`src/rtl/dmem_responder_pkg.sv`:
```
// Shared constants for the data-side memory responder: FSM state encoding,
// SRAM transfer size codes and a small popcount helper.
package dmem_responder_pkg;

    localparam logic [1:0] DMEM_IDLE = 2'd0;
    localparam logic [1:0] DMEM_REQ  = 2'd1;
    localparam logic [1:0] DMEM_WAIT = 2'd2;
    localparam logic [1:0] DMEM_DONE = 2'd3;

    localparam logic [1:0] SZ_BYTE = 2'd0;
    localparam logic [1:0] SZ_HALF = 2'd1;
    localparam logic [1:0] SZ_WORD = 2'd2;

    localparam logic [1:0] PEND_MAX = 2'd3;

    function automatic logic [2:0] popcount4(input logic [3:0] v);
        return 3'(v[0]) + 3'(v[1]) + 3'(v[2]) + 3'(v[3]);
    endfunction

endpackage

```
`src/rtl/dmem_responder_size_dec.sv`:
```
// Byte-enable to SRAM size decoder; partial-word masks such as 0111/1110
// fall through to a full-word transfer and rely on the strobes.
module dmem_size_dec
    import dmem_responder_pkg::*;
(
    input  logic [3:0] sel,
    output logic [1:0] size
);

    always_comb begin
        size = SZ_WORD;
        if (popcount4(sel) == 3'd1) begin
            size = SZ_BYTE;
        end else if (sel == 4'b0011 || sel == 4'b1100) begin
            size = SZ_HALF;
        end
    end

endmodule

```
`src/rtl/dmem_responder.sv`:
```
// MEM-stage to SRAM-like req/addr_ok/data_ok bridge with flush absorption.
// Optional macro DMEM_POSTED_WRITE_EN: stores complete on addr_ok.
module dmem_responder
    import dmem_responder_pkg::*;
#(
    parameter int ADDR_W = 32,
    parameter int DATA_W = 32
) (
    input  logic              clk,
    input  logic              rst,
    input  logic              mem_r_en,
    input  logic              mem_w_en,
    input  logic [ADDR_W-1:0] mem_addr,
    input  logic [DATA_W-1:0] mem_w_data,
    input  logic [3:0]        mem_sel,
    input  logic              flush,
    output logic              mem_available,
    output logic [DATA_W-1:0] mem_r_data,
    output logic              data_sram_req,
    output logic              data_sram_wr,
    output logic [1:0]        data_sram_size,
    output logic [ADDR_W-1:0] data_sram_addr,
    output logic [3:0]        data_sram_wstrb,
    output logic [DATA_W-1:0] data_sram_wdata,
    input  logic              data_sram_addr_ok,
    input  logic              data_sram_data_ok,
    input  logic [DATA_W-1:0] data_sram_rdata
);

    logic [1:0]        state;
    logic [1:0]        state_nxt;
    logic              cancel;
    logic              cancel_eff;
    logic              accept;
    logic              addr_hs;
    logic              bus_done;
    logic              load_done;
    logic              can_accept;
    logic              posted;
    logic              wr_q;
    logic [ADDR_W-1:0] addr_q;
    logic [DATA_W-1:0] wdata_q;
    logic [3:0]        sel_q;
    logic [1:0]        size_q;
    logic [1:0]        sel_size;

    dmem_size_dec u_size_dec (
        .sel  (mem_sel),
        .size (sel_size)
    );

    // A flush in the completing cycle counts as well, the instruction is gone either way
    assign cancel_eff = cancel | flush;
    assign addr_hs    = (state == DMEM_REQ) && data_sram_addr_ok;
    assign bus_done   = (addr_hs || state == DMEM_WAIT) && data_sram_data_ok;
    assign load_done  = bus_done && !wr_q && !cancel_eff;

`ifdef DMEM_POSTED_WRITE_EN
    logic [1:0] pend;
    logic       pend_inc;
    logic       pend_dec;

    // Loads only issue with no writes in flight, so any data_ok seen while
    // pend is non-zero (or alongside a write handshake) is a write ack.
    assign posted     = wr_q;
    assign pend_inc   = addr_hs && wr_q;
    assign pend_dec   = data_sram_data_ok && (pend != 2'd0 || pend_inc);
    assign can_accept = mem_w_en ? (pend != PEND_MAX) : (pend == 2'd0);

    always_ff @(posedge clk or posedge rst) begin
        if (rst) begin
            pend <= 2'd0;
        end else if (pend_inc && !pend_dec) begin
            pend <= pend + 2'd1;
        end else if (!pend_inc && pend_dec) begin
            pend <= pend - 2'd1;
        end
    end
`else
    assign posted     = 1'b0;
    assign can_accept = 1'b1;
`endif

    always_comb begin
        state_nxt = state;
        accept    = 1'b0;
        case (state)
            DMEM_IDLE: begin
                if ((mem_r_en || mem_w_en) && !flush && can_accept) begin
                    accept    = 1'b1;
                    state_nxt = DMEM_REQ;
                end
            end
            DMEM_REQ: begin
                if (data_sram_addr_ok) begin
                    if (posted) begin
                        state_nxt = DMEM_DONE;
                    end else if (data_sram_data_ok) begin
                        state_nxt = cancel_eff ? DMEM_IDLE : DMEM_DONE;
                    end else begin
                        state_nxt = DMEM_WAIT;
                    end
                end
            end
            DMEM_WAIT: begin
                if (data_sram_data_ok) begin
                    state_nxt = cancel_eff ? DMEM_IDLE : DMEM_DONE;
                end
            end
            default: begin
                state_nxt = DMEM_IDLE;
            end
        endcase
    end

    always_ff @(posedge clk or posedge rst) begin
        if (rst) begin
            state <= DMEM_IDLE;
        end else begin
            state <= state_nxt;
        end
    end

    // Bus fields come only from these registers so they hold steady until addr_ok
    always_ff @(posedge clk or posedge rst) begin
        if (rst) begin
            wr_q    <= 1'b0;
            addr_q  <= '0;
            wdata_q <= '0;
            sel_q   <= 4'b0000;
            size_q  <= SZ_BYTE;
        end else if (accept) begin
            wr_q    <= mem_w_en;
            addr_q  <= mem_addr;
            wdata_q <= mem_w_data;
            sel_q   <= mem_sel;
            size_q  <= sel_size;
        end
    end

    always_ff @(posedge clk or posedge rst) begin
        if (rst) begin
            cancel <= 1'b0;
        end else if (state == DMEM_IDLE) begin
            cancel <= 1'b0;
        end else if (flush && (state == DMEM_REQ || state == DMEM_WAIT)) begin
            cancel <= 1'b1;
        end
    end

    always_ff @(posedge clk or posedge rst) begin
        if (rst) begin
            mem_r_data <= '0;
        end else if (load_done) begin
            mem_r_data <= data_sram_rdata;
        end
    end

    assign mem_available   = (state == DMEM_DONE);
    assign data_sram_req   = (state == DMEM_REQ);
    assign data_sram_wr    = wr_q;
    assign data_sram_size  = size_q;
    assign data_sram_addr  = addr_q;
    assign data_sram_wdata = wdata_q;
    assign data_sram_wstrb = wr_q ? sel_q : 4'b0000;

endmodule

```
`config.mk`:
```
export PLATFORM = sky130hd
export DESIGN_NAME = dmem_responder
export DESIGN_NICKNAME = d
export VERILOG_FILES = /design/src/rtl/dmem_responder_pkg.sv /design/src/rtl/dmem_responder_size_dec.sv /design/src/rtl/dmem_responder.sv
export SDC_FILE = /design/constraint.sdc
export NUM_CORES = 1
export LEC_CHECK = 0
export BUFFER_PORTS_ARGS = -buffer_cell sky130_fd_sc_hd__buf_4
export CORE_ASPECT_RATIO = 0.8
export CORE_MARGIN = 2
export CORE_UTILIZATION = 50
export DETAILED_ROUTE_END_ITERATION = 10
export PLACE_DENSITY = 0.85
export SLEW_MARGIN = 20
export SYNTH_ARGS = -nofsm -noshare
export SYNTH_HDL_FRONTEND = slang
export SYNTH_HIERARCHICAL = 1
export SYNTH_SLANG_ARGS = --single-unit
```
`constraint.sdc`:
```
create_clock -name clk -period 4.75 [get_ports clk]
set_clock_uncertainty 0.1 [all_clocks]
set_input_delay 0.2375 -clock clk [delete_from_list [all_inputs] [get_ports clk]]
set_output_delay 0.2375 -clock clk [all_outputs]
set_load 0.01 [all_outputs]
```
==> flow_summary.json, run 1 <==
{
  "fmax_mhz": 433.4,
  "fin_ws_ps": 2443,
  "dpl.hpwl_um": 7571,
  "setup_tns_ps": 0,
  "crit_path_top_delay_cell": "and4bb_4",
  "clock_sinks": 106,
  "die_x_um": 108.8,
  "p_total_mw": 4.002,
  "irDropWorstVdd_mv": 0.3371,
  "ant_nets": 0,
  "dpl_worst_slack_ps": 2071,
  "cp.required_ps": 4890,
  "die_h_um": 87.88,
  "ys_async_sr_fraction_pct": 100.0,
  "crit_chain": "inv_1 > ha_1 > a21oi_1 > and4bb_4 > mux2_1",
  "met3WireLength_um": 1024,
  "end_kind": "register",
  "rsz0062_at_grt": "false",
  "finalWirelength_um": 11480,
  "post_dp_cell_area_mm2": 0.006017,
  "cts_resized": 0,
  "clk_latency_ps": 350,
  "yosysSeqAreaShare_pct": 60.33,
  "cts_tree": "done",
  "drive_above_1_share_pct": 62.48,
  "critPathLaunchType": "register",
  "initial_core_util_pct": 51.60,
  "worst_pin_slew_ps": 777.5,
  "cts_buffers": 9,
  "diodes": 0,
  "drt_iter0_drc": 87,
  "p_leak_nw": 3.290,
  "pin_count": 212,
  "grt_pass1_wl_um": 17150,
  "die_area_mm2": 0.009564,
  "cp_max_fo": 32,
  "overflow": 0,
  "syn_inst": 268,
  "place_inst": 582,
  "min_path_cells": 2,
  "fin_util_pct": 78.34,
  "synth.avg_cell_area_um2": 16.41,
  "wl_met2_um": 6007,
  "setup-violations-final": 0,
  "grt_pass1_vias": 3392,
  "vias": 3153,
  "rrSetupSlack_ps": 2440,
  "yosysWarnings": 6,
  "status": "finished clean",
  "cap_violations": 0,
  "timing.rr.end": "mem_r_data[15]",
  "dr.max_layer_used": "met4",
  "final_cell_mix": "213 x buf_4, 106 x dfrtp_1, 72 x mux2_2, 47 x dlygate4sd3_1, 30 x mux2_4",
  "path_clk_slew_ps": 100,
  "grt_util_all_layers_pct": 23.59,
  "vias_per_cell": 4.888,
  "hold_violations": 0,
  "drc": 0,
  "r2r_cells": 5,
  "rows": 30,
  "area_delta_synth_final_pct": 51.82,
  "gp_congestion": 0.8122,
  "clk_path_buf_depth": 2,
  "min_from": "mem_w_data[5]",
  "critPathArrivalTime_ps": 2440,
  "synth.net_count": 385,
  "mostFrequentLayoutCell": "buf_4",
  "fin_hold_ws_ps": 15.98,
  "nets": 645,
  "coreArea_mm2": 0.008521,
  "min_to": "data_sram_wdata[5]",
  "hold_class": "primary input to register",
  "cts-root-buf": "clkbuf_8",
  "antenna_found_initial": 0,
  "relSlewSlack_pct": 48.17,
  "finalMaxSlewViolations": 0,
  "finalNonFillerCells": 645,
  "power.density_mw_per_mm2": 599.6,
  "synth_seq_cells": 106,
  "ys_types": 26,
  "wl_per_cell_um": 17.80,
  "worstSetupPathType": "register to register",
  "fin_crit_sh_pct": 48.57,
  "grt_start_max_net_pins": 64,
  "port_buffers": 211,
  "fin_crit_ps": 2307,
  "wl_met1_um": 4217,
  "cts_max_level": 3,
  "r2r-start": "state[1]",
  "cpPeakStageDelay_ps": 800,
  "ys.flop_type": "dfrtp_1",
  "synth_area_mm2": 0.004397,
  "first_pass_iters": 4,
  "synth_edf_count": 0,
  "final_area_mm2": 0.006675
}
[worst max-delay path by stage]
stage                     cells after the start                  end  startpoint  slack [ps]
after floorplan                               1               cancel         rst        1620
after global placement                        5  data_sram_wdata[12]    state[0]        2160
after detailed placement                      5   data_sram_wdata[7]    state[0]        2070
after CTS                                     5   data_sram_wdata[7]    state[0]        2070
after global routing                          5  data_sram_wdata[13]    state[0]        2300
final                                         5       mem_r_data[15]    state[1]        2440
[synthesized netlist by cell type, types with 2 or more instances]
cell     count  area, um2
a21oi_1      4      20.02
and2_1       4      25.02
buf_12       3      60.06
buf_4        7      52.55
dfrtp_1    106       2653
ha_1         9      112.6
inv_1       10      37.54
mux2_1       2      22.52
mux2_2      72      810.8
mux2_4      30      450.4
nor2_1       4      15.01
o21ai_0      2      10.01
or3b_1       2      17.52
[logic make-up after synthesis]
family | after synthesis | share of synthesized area, %
flops | 106 | 60.33
compound gates | 10 | 1.395
mux | 104 | 29.20
fa+ha+maj | 10 | 3.017
simple gates | 17 | 2.390
buf+inv | 21 | 3.671
[layout make-up]
cell class              instances  area [um2]
fillers                       515        1846
flip-flops and latches        106        2653
multi-input cells             141        1594
well taps                     112       140.1
inverters                      10       40.04
clock buffers                  11       141.4
clock inverters                 5       37.54
repair buffers                260        2069
[where the power goes]
| group | internal (mW) | switching, mW | leakage [nW] |
|---|---|---|---|
| clock | 0.208 | 0.299 | 0.0859 |
| sequential | 1.35 | 0.264 | 1.27 |
| combinational | 1.14 | 0.742 | 1.94 |
| total | 2.70 | 1.31 | 3.29 |
[worst max-delay path, delay by kind of cell, from the launching register on]
family | cells | cell delay [ps]
adders and majority gates | 1 | 260
and+or+nand+nor | 1 | 800
AOI/OAI and AO/OA | 1 | 100
buffers and inverters | 1 | 100
muxes | 1 | 390
DFF | 1 | 440
[layer usage]
layer  global-route usage [%]  vias up
met5                        0        -
met4                    7.459        0
met3                    8.185       18
met2                    42.33      146
met1                    26.61     1534
li1                         -     1455
[registers in the layout, indices dropped and copies added, names as in the netlist]
name             cells
data_sram_wdata     32
data_sram_size       2
data_sram_wr         1
state                2
mem_r_data          32
cancel               1
sel_q                4
data_sram_addr      32
[timing repair]
item                                   4_1_cts  5_1_grt
buffers inserted                             0        0
endpoints found under the hold margin      102        6
hold buffers                                41        6
Power figures use the tool's default switching activity.
==> inputs of run 2 (changes only) <==
Settings changed: CORE_UTILIZATION 50 to 46, PLACE_DENSITY 0.85 to 0.79.
Clock period 4.75 ns to 2.3 ns, I/O delays scaled along.
==> flow_summary.json, run 2 (same netlist as run 1, synthesis figures left out) <==
{
  "critPathArrivalTime_ps": 2220,
  "finalWirelength_um": 12910,
  "nets": 705,
  "final_cell_mix": "213 x buf_4, 106 x dfrtp_1, 103 x dlygate4sd3_1, 72 x mux2_2, 30 x mux2_4",
  "diodes": 0,
  "worst_pin_slew_ps": 625.5,
  "antenna_found_initial": 0,
  "grt_start_max_net_pins": 47,
  "p_comb_share_pct": 45.7,
  "setup_tns_ps": 0,
  "dpl_worst_slack_ps": -29.46,
  "first_pass_iters": 4,
  "hold_class": "primary input to register",
  "cts_tree": "done",
  "clk_path_buf_depth": 2,
  "pin_count": 212,
  "power.density_mw_per_mm2": 1195,
  "setup-violations-final": 0,
  "grt_pass1_vias": 3842,
  "grt_pass1_wl_um": 20490,
  "cts_buffers": 9,
  "die_x_um": 113.3,
  "hold_violations": 0,
  "end_kind": "register",
  "p_leak_nw": 3.598,
  "cp.required_ps": 2420,
  "rsz0062_at_grt": "false",
  "clock_sinks": 106,
  "port_buffers": 211,
  "drc": 0,
  "p_clk_share_pct": 16.2,
  "overflow": 0,
  "p_total_mw": 8.849,
  "cts-root-buf": "clkbuf_16",
  "cpPeakStageDelay_ps": 430,
  "mostFrequentLayoutCell": "buf_4",
  "area_delta_synth_final_pct": 68.44,
  "vias": 3428,
  "worstSetupPathType": "register to register",
  "clk_latency_ps": 330,
  "rows": 31,
  "gp_congestion": 0.8177,
  "finalMaxSlewViolations": 0,
  "fmax_mhz": 474.8,
  "ant_nets": 0,
  "pwr-share-seq_pct": 38.0,
  "coreArea_mm2": 0.009154,
  "vias_per_cell": 4.842,
  "switching_share_pct": 32.19,
  "die_area_mm2": 0.01036,
  "power_switching_mw": 2.848,
  "wl_per_cell_um": 18.24,
  "critPathLaunchType": "register",
  "fin_crit_sh_pct": 91.57,
  "irDropWorstVdd_mv": 0.6950,
  "cts_setup_buffers": 0,
  "die_h_um": 91.45,
  "cp_max_fo": 32,
  "drt_iter0_drc": 136,
  "fin_crit_ps": 2106,
  "cap_violations": 0,
  "crit_path_top_delay_cell": "dfrtp_1",
  "relSlewSlack_pct": 58.21,
  "status": "finished clean",
  "path_clk_slew_ps": 70,
  "worst-path-buf-inv": 2,
  "dpl.hpwl_um": 7751,
  "cts_max_level": 3,
  "drive_above_1_share_pct": 56.66,
  "fin_ws_ps": 193.8,
  "initial_core_util_pct": 48.03,
  "crit_family": "flip-flops",
  "grt_util_all_layers_pct": 25.83,
  "crit_chain": "inv_1 > ha_1 > a21oi_1 > and4bb_2 > buf_12 > mux2_1",
  "cts_resized": 0,
  "p_int_mw": 6.000
}
==> run 2: repair_timing <==
item	CTS	global route
hold buffers	103	0
endpoints found under the setup margin	0	0
hold endpoints to repair	126	0
==> run 2: routing by layer <==
metal | vias up | routed length [um] | track usage [%] | part of all wire [%]
li1 | 1574 | - | - | -
met1 | 1665 | 4855 | 28.76 | 38
met2 | 160 | 6797 | 47.01 | 53
met3 | 29 | 954 | 8.144 | 7.4
met4 | 0 | 306 | 8.028 | 2.4
met5 | - | 0 | 0 | 0
==> run 2: tightest hold or removal path: stages <==
cell and delay, ps:
buf_4 110, nand3_1 90, a21boi_1 130, mux2_2 150
==> run 2: final cells by class <==
class	instances	area, um2
repair buffers	320	2710
flip-flops and latches	106	2653
fillers	496	1748
multi-input cells	141	1585
clock buffers	12	246.5
well taps	115	143.9
inverters	10	41.29
clock inverters	4	26.28
==> run 2: through the flow <==
step                area [um2]  util, %  hold WS [ps]  cells
floorplan                 4400        -         149.7    268
global placement          6102    66.66         116.9    589
detailed placement        6102    66.66         132.5    589
CTS                       7406    80.90         161.1    708
global route              7406    80.90         232.6    708
finish                    7406    80.90         192.5    708
==> run 2: power groups by stage <==
stage | logic [mW] | registers [mW] | clock network [mW]
after floorplan | 1.53 | 3.69 | 0
after global placement | 3.76 | 3.28 | 0
after detailed placement | 3.84 | 3.34 | 0
after CTS | 4.00 | 3.32 | 1.45
after global routing | 4.29 | 3.49 | 1.56
final | 4.05 | 3.37 | 1.44
==> run 2: worst paths after layout <==
path                       cells after the start  slack (ps)                 end       start
max                                            6         190      mem_r_data[14]    state[1]
min                                            4         190   data_sram_size[0]  mem_sel[3]
max reg2reg                                    6         190      mem_r_data[14]    state[1]
min reg2reg                                    1         400            sel_q[2]    sel_q[2]
max in group asynchronous                      4        1150       mem_r_data[5]         rst
min in group asynchronous                      3         330  data_sram_addr[22]         rst
